<file path="src/rtl/uart_pkg.sv">
// Shared UART constants and receiver state type; the transmitter should take
// its BAUD_DIV from here too so both ends always agree on the bit period.
package uart_pkg;

  localparam logic [11:0] BAUD_DIV   = 12'hA2C;
  localparam logic [11:0] HALF_DIV   = BAUD_DIV >> 1;
  localparam logic [3:0]  FRAME_BITS = 4'd10;

  typedef enum logic {
    IDLE,
    RECV
  } rx_state_t;

endpackage

</file>
<file path="src/rtl/uart_sync2.sv">
// Two-flop synchronizer for an asynchronous pad input; both flops reset to 1
// so an idle-high line does not look like activity after reset.
module uart_sync2 (
  input  logic clk,
  input  logic rst_n,
  input  logic async_i,
  output logic sync_o
);

  logic ff1_q;
  logic ff2_q;

  always_ff @(posedge clk) begin
    if (!rst_n) begin
      ff1_q <= 1'b1;
      ff2_q <= 1'b1;
    end else begin
      ff1_q <= async_i;
      ff2_q <= ff1_q;
    end
  end

  assign sync_o = ff2_q;

endmodule

</file>
<file path="src/rtl/uart_rx.sv">
// 8N1 serial receiver with rdy/clr_rdy handshake. Defining UART_RX_FRM_ERR_EN
// adds the frm_err output, flagging a frame whose stop bit was sampled low.
module uart_rx
  import uart_pkg::*;
#(
  parameter logic [11:0] BIT_CLKS  = BAUD_DIV,
  parameter logic [11:0] HALF_CLKS = HALF_DIV
) (
  input  logic       clk,
  input  logic       rst_n,
  input  logic       RX,
  input  logic       clr_rdy,
  output logic [7:0] rx_data,
  output logic       rdy
`ifdef UART_RX_FRM_ERR_EN
  ,
  output logic       frm_err
`endif
);

  logic        rx_ff2;
  logic        rx_ff3_q;
  rx_state_t   state_q, state_d;
  logic [11:0] baud_cnt_q, baud_cnt_d;
  logic [3:0]  bit_cnt_q, bit_cnt_d;
  logic [8:0]  shift_reg_q, shift_reg_d;
  logic        rdy_q, rdy_d;
  logic        start;
  logic        set_rdy;

  uart_sync2 u_sync (
    .clk     (clk),
    .rst_n   (rst_n),
    .async_i (RX),
    .sync_o  (rx_ff2)
  );

  always_ff @(posedge clk) begin
    if (!rst_n) begin
      rx_ff3_q    <= 1'b1;
      state_q     <= IDLE;
      baud_cnt_q  <= '0;
      bit_cnt_q   <= '0;
      shift_reg_q <= 9'h1FF;
      rdy_q       <= 1'b0;
    end else begin
      rx_ff3_q    <= rx_ff2;
      state_q     <= state_d;
      baud_cnt_q  <= baud_cnt_d;
      bit_cnt_q   <= bit_cnt_d;
      shift_reg_q <= shift_reg_d;
      rdy_q       <= rdy_d;
    end
  end

  // baud_cnt holds clocks-to-next-sample minus one, so the zero-check cycle is
  // itself the sample clock and samples land exactly one bit period apart.
  always_comb begin
    state_d     = state_q;
    baud_cnt_d  = baud_cnt_q;
    bit_cnt_d   = bit_cnt_q;
    shift_reg_d = shift_reg_q;
    start       = 1'b0;
    set_rdy     = 1'b0;
    case (state_q)
      IDLE: begin
        if (rx_ff3_q && !rx_ff2) begin
          start      = 1'b1;
          state_d    = RECV;
          baud_cnt_d = HALF_CLKS - 12'd1;
          bit_cnt_d  = '0;
        end
      end
      RECV: begin
        if (bit_cnt_q == FRAME_BITS) begin
          state_d = IDLE;
          set_rdy = 1'b1;
        end else if (baud_cnt_q == '0) begin
          shift_reg_d = {rx_ff2, shift_reg_q[8:1]};
          baud_cnt_d  = BIT_CLKS - 12'd1;
          bit_cnt_d   = bit_cnt_q + 4'd1;
        end else begin
          baud_cnt_d = baud_cnt_q - 12'd1;
        end
      end
      default: state_d = IDLE;
    endcase
  end

  always_comb begin
    rdy_d = rdy_q;
    if (set_rdy) rdy_d = 1'b1;
    else if (start || clr_rdy) rdy_d = 1'b0;
  end

  assign rx_data = shift_reg_q[7:0];
  assign rdy     = rdy_q;

`ifdef UART_RX_FRM_ERR_EN
  logic frm_err_q, frm_err_d;

  always_comb begin
    frm_err_d = frm_err_q;
    if (set_rdy) frm_err_d = ~shift_reg_q[8];
    else if (start || clr_rdy) frm_err_d = 1'b0;
  end

  always_ff @(posedge clk) begin
    if (!rst_n) frm_err_q <= 1'b0;
    else        frm_err_q <= frm_err_d;
  end

  assign frm_err = frm_err_q;
`endif

endmodule
</file>
<file path="config.mk">
export PLATFORM = sky130hd
export DESIGN_NAME = uart_rx
export DESIGN_NICKNAME = d
export VERILOG_FILES = /design/src/rtl/uart_pkg.sv /design/src/rtl/uart_sync2.sv /design/src/rtl/uart_rx.sv
export SDC_FILE = /design/constraint.sdc
export NUM_CORES = 1
export LEC_CHECK = 0
export BUFFER_PORTS_ARGS = -buffer_cell sky130_fd_sc_hd__buf_4
export CAP_MARGIN = 20
export CORE_MARGIN = 5
export CORE_UTILIZATION = 45
export DETAILED_ROUTE_END_ITERATION = 8
export HOLD_SLACK_MARGIN = 0.12
export PLACE_DENSITY = 0.72
export SETUP_SLACK_MARGIN = 0.15
export SKIP_CTS_REPAIR_TIMING = 1
export SLEW_MARGIN = 0
export SYNTH_ARGS = -nofsm -noshare
export SYNTH_HDL_FRONTEND = slang
export SYNTH_SLANG_ARGS = --single-unit
</file>
<file path="constraint.sdc">
create_clock -name clk -period 2.2 [get_ports clk]
set_input_delay 0.44 -clock clk [delete_from_list [all_inputs] [get_ports clk]]
set_output_delay 0.44 -clock clk [all_outputs]
set_load 0.005 [all_outputs]
</file>
==> results.cfg <==
[run_status]
outcome = complete, no violations

[power]
p_per_area_mw_per_mm2 = 810.9
p_comb_frac = 0.214
clockPowerShare = 0.335
sequentialPowerShare = 0.451
p_sw_frac = 0.2930
power_mw = 1.353
internal_power_mw = 0.9569
ir_drop_uv = 367.3
p_leak_nw = 0.6204
netSwitchingPower_mw = 0.3966

[floorplan]
row_count = 20
ioPinCount = 13
initial_core_util = 0.4802
fp.dieH_microns = 67.55
die_w_microns = 67.55
coreArea_sq_mm = 0.003103
dieArea_sq_mm = 0.004562

[timing]
period_share = 0.8779
rsz0062_at_grt = false
setup_viol = 0
finalHoldViolations = 0
clock.fmax_mhz = 517.8
skew_ns = 0.009463
fin_crit_ns = 1.931
drv_slew = 0
relSlewSlack = 0.5764
setup-tns-final_ns = 0
worst_pin_slew_ns = 0.6287

[routing]
route.met3.wl_microns = 248
wl_met2_microns = 1588
vias = 1375
antenna_left = 0
wl_microns = 3335
drt_iter0_markers = 98
first_pass_iters = 4
drc = 0
wl_met1_microns = 1416
avgViaCountPerCell = 6.031
highest_layer = met4
wl_per_cell_microns = 14.63

[worst_setup_path]
cpPeakStageDelay_ns = 0.57
cp.required_ns = 2.46
r2r_start = bit_cnt_q[0]$_SDFFE_PN0P_
cp_max_fo = 11
rrSetupSlack_ns = 0.27
critPathKind = register to register
endpoint_kind = register
cp-startpoint = bit_cnt_q[0]$_SDFFE_PN0P_
cp_cell_sequence = inv_1, ha_1, nand3b_1, nand2_2, or4_1, a31oi_1
slowest_stage = or4_1
critical_path_arrival_ns = 2.19
start_kind = register

[yosys]
synth_area_leaders = dfxtp_1 (40%), nand3_1 (7.7%), buf_4 (4.5%)
ys_ff_latch = 30
synth.cell_area_sq_mm = 0.001490
yosysSeqAreaShare = 0.4030
synth_top_cell_by_area = dfxtp_1
yosys_warnings = 0
syn_area_per_cell_sq_um = 8.372
yosysTopAreaCellShare = 0.4030
ys_types = 40
synthesis.nets = 186
netlist_instances = 178

[global_route]
grt_max_degree = 21
grt_pass1_wl_microns = 5706
grt_usage = 0.1678
grt_pass1_vias = 1282
overflow = 0
antenna_found_initial = 0

[flow_run]
drv_cap = 0

[placement]
gp_congestion = 0.9502
io_buffers = 12
place_hpwl_microns = 2331

[finish]
final_util = 0.5379
nNetsFinal = 192
area_growth_pct = 12.01
n_antenna_cell = 0
fillers = 308
drive_gt1_frac = 0.1630

[cts]
cts_max_level = 2
cts-root-buf = clkbuf_4
clkLatencyLatePin_ns = 0.33
clk_pin_slew_ns = 0.10
clock-sinks = 30
clock_path_buffers = 2
cts_buffers = 5
cts_tree = yes

[worst_hold_path]
holdCritStartpoint = RX
hold_path.class = input pin to register
## path summary, 6_finish.rpt
| path | to | cells after the start |
|---|---|---|
| worst max-delay path | baud_cnt_q[6]$_SDFFE_PN0P_ | 6 |
| worst min-delay path | u_sync.ff1_q$_SDFF_PN1_ | 2 |
| worst max register to register | baud_cnt_q[6]$_SDFFE_PN0P_ | 6 |
| worst min register to register | u_sync.sync_o$_SDFF_PN1_ | 1 |
## cell families (layout without fill, tap and decap cells)
logic type | count (synthesis) | count (layout) | share of synthesized area
simple gates | 73 | 73 | 0.2771
buf+inv | 28 | 34 | 0.09571
fa+ha+maj | 4 | 4 | 0.03359
compound gates | 41 | 41 | 0.1772
mux | 2 | 2 | 0.01343
flops | 30 | 30 | 0.4030
## sequential cells by signal (all words and copies together), names as in the netlist
name,flops
rdy,1
u_sync.ff1_q,1
rx_ff3_q,1
bit_cnt_q,4
baud_cnt_q,12
shift_reg_q,9
state_q,1
u_sync.sync_o,1
## power by group through the flow
stage / clock [mW] / sequential, mW / combinational, mW
after CTS: 0.458 / 0.610 / 0.286
after global placement: 0 / 0.620 / 0.273
after global routing: 0.495 / 0.617 / 0.321
after detailed placement: 0 / 0.622 / 0.283
final: 0.453 / 0.611 / 0.290
after floorplan: 0 / 0.612 / 0.213
## worst max-delay path, delay by kind of cell, from the launching register on
family | cells | cell delay (ns)
adders and majority gates | 1 | 0.21
AOI/OAI and AO/OA | 1 | 0.16
buffers and inverters | 1 | 0.06
and+or+nand+nor | 3 | 1.03
DFF | 1 | 0.40
## synth_stat cells (all sizes together)
cell type and number:
nor3 8, nor2 6, nand3b 2, o21a 5
and3 2, a31oi 5, o21ai 12, buf 13
o211ai 1, dfxtp 30, o311a 1, ha 4
nand4 5, nand2b 3, inv 9, a21oi 7
and4 2, o311ai 1, clkbuf 6, a31o 1
o31ai 1, o211a 1, nor4 1, or3b 1
nand3 23, nand2 7, a22oi 2, and2 1
mux2i 2, nand4b 3, a211oi 2, a311oi 1
nor2b 2, nor4b 1, or4 2, or3 4
a41oi 1
## per-stage QoR
step | setup slack [ns] | hold slack, ns | cells | instance area, sq um
2_1_floorplan | 0.5104 | 0.3863 | 178 | 1490
3_3_place_gp | 0.3671 | 0.4004 | 221 | 1584
3_5_place_dp | 0.2381 | 0.4044 | 221 | 1584
4_1_cts | 0.2084 | 0.2895 | 228 | 1665
5_1_grt | 0.1759 | 0.2718 | 228 | 1669
6_report | 0.2687 | 0.2834 | 228 | 1669
## cell usage in the layout, fill, tap and decap left out, types with 2 or more instances in the layout
| cell | count |
|---|---|
| a211oi_1 | 2 |
| a21oi_1 | 7 |
| a22oi_1 | 2 |
| a31oi_1 | 5 |
| and3_1 | 2 |
| buf_4 | 17 |
| clkbuf_4 | 5 |
| dfxtp_1 | 30 |
| ha_1 | 4 |
| inv_1 | 9 |
| mux2i_1 | 2 |
| nand2_1 | 6 |
| nand2b_1 | 3 |
| nand3_1 | 23 |
| nand3b_1 | 2 |
| nand4_1 | 5 |
| nand4b_1 | 3 |
| nor2_1 | 6 |
| nor2b_1 | 2 |
| nor3_1 | 8 |
| o21a_1 | 5 |
| o21ai_0 | 12 |
| or3_1 | 3 |
| or4_1 | 2 |
## cell type report
cell class,instances,area (sq um),share of cell area
multi-input cells,120,750.7,0.4498
flip-flops and latches,30,600.6,0.3598
clock buffers,6,51.30,0.03073
well taps,44,55.05,0.03298
repair buffers,18,147.6,0.08846
clock inverters,1,30.03,0.01799
inverters,9,33.78,0.02024
## layer usage
| layer | vias up | global-route usage |
|---|---|---|
| met3 | 10 | 0.05657 |
| li1 | 657 | - |
| met5 | - | 0 |
| met1 | 654 | 0.2020 |
| met4 | 0 | 0.07848 |
| met2 | 54 | 0.2673 |
(Power assumes the default switching activity.)
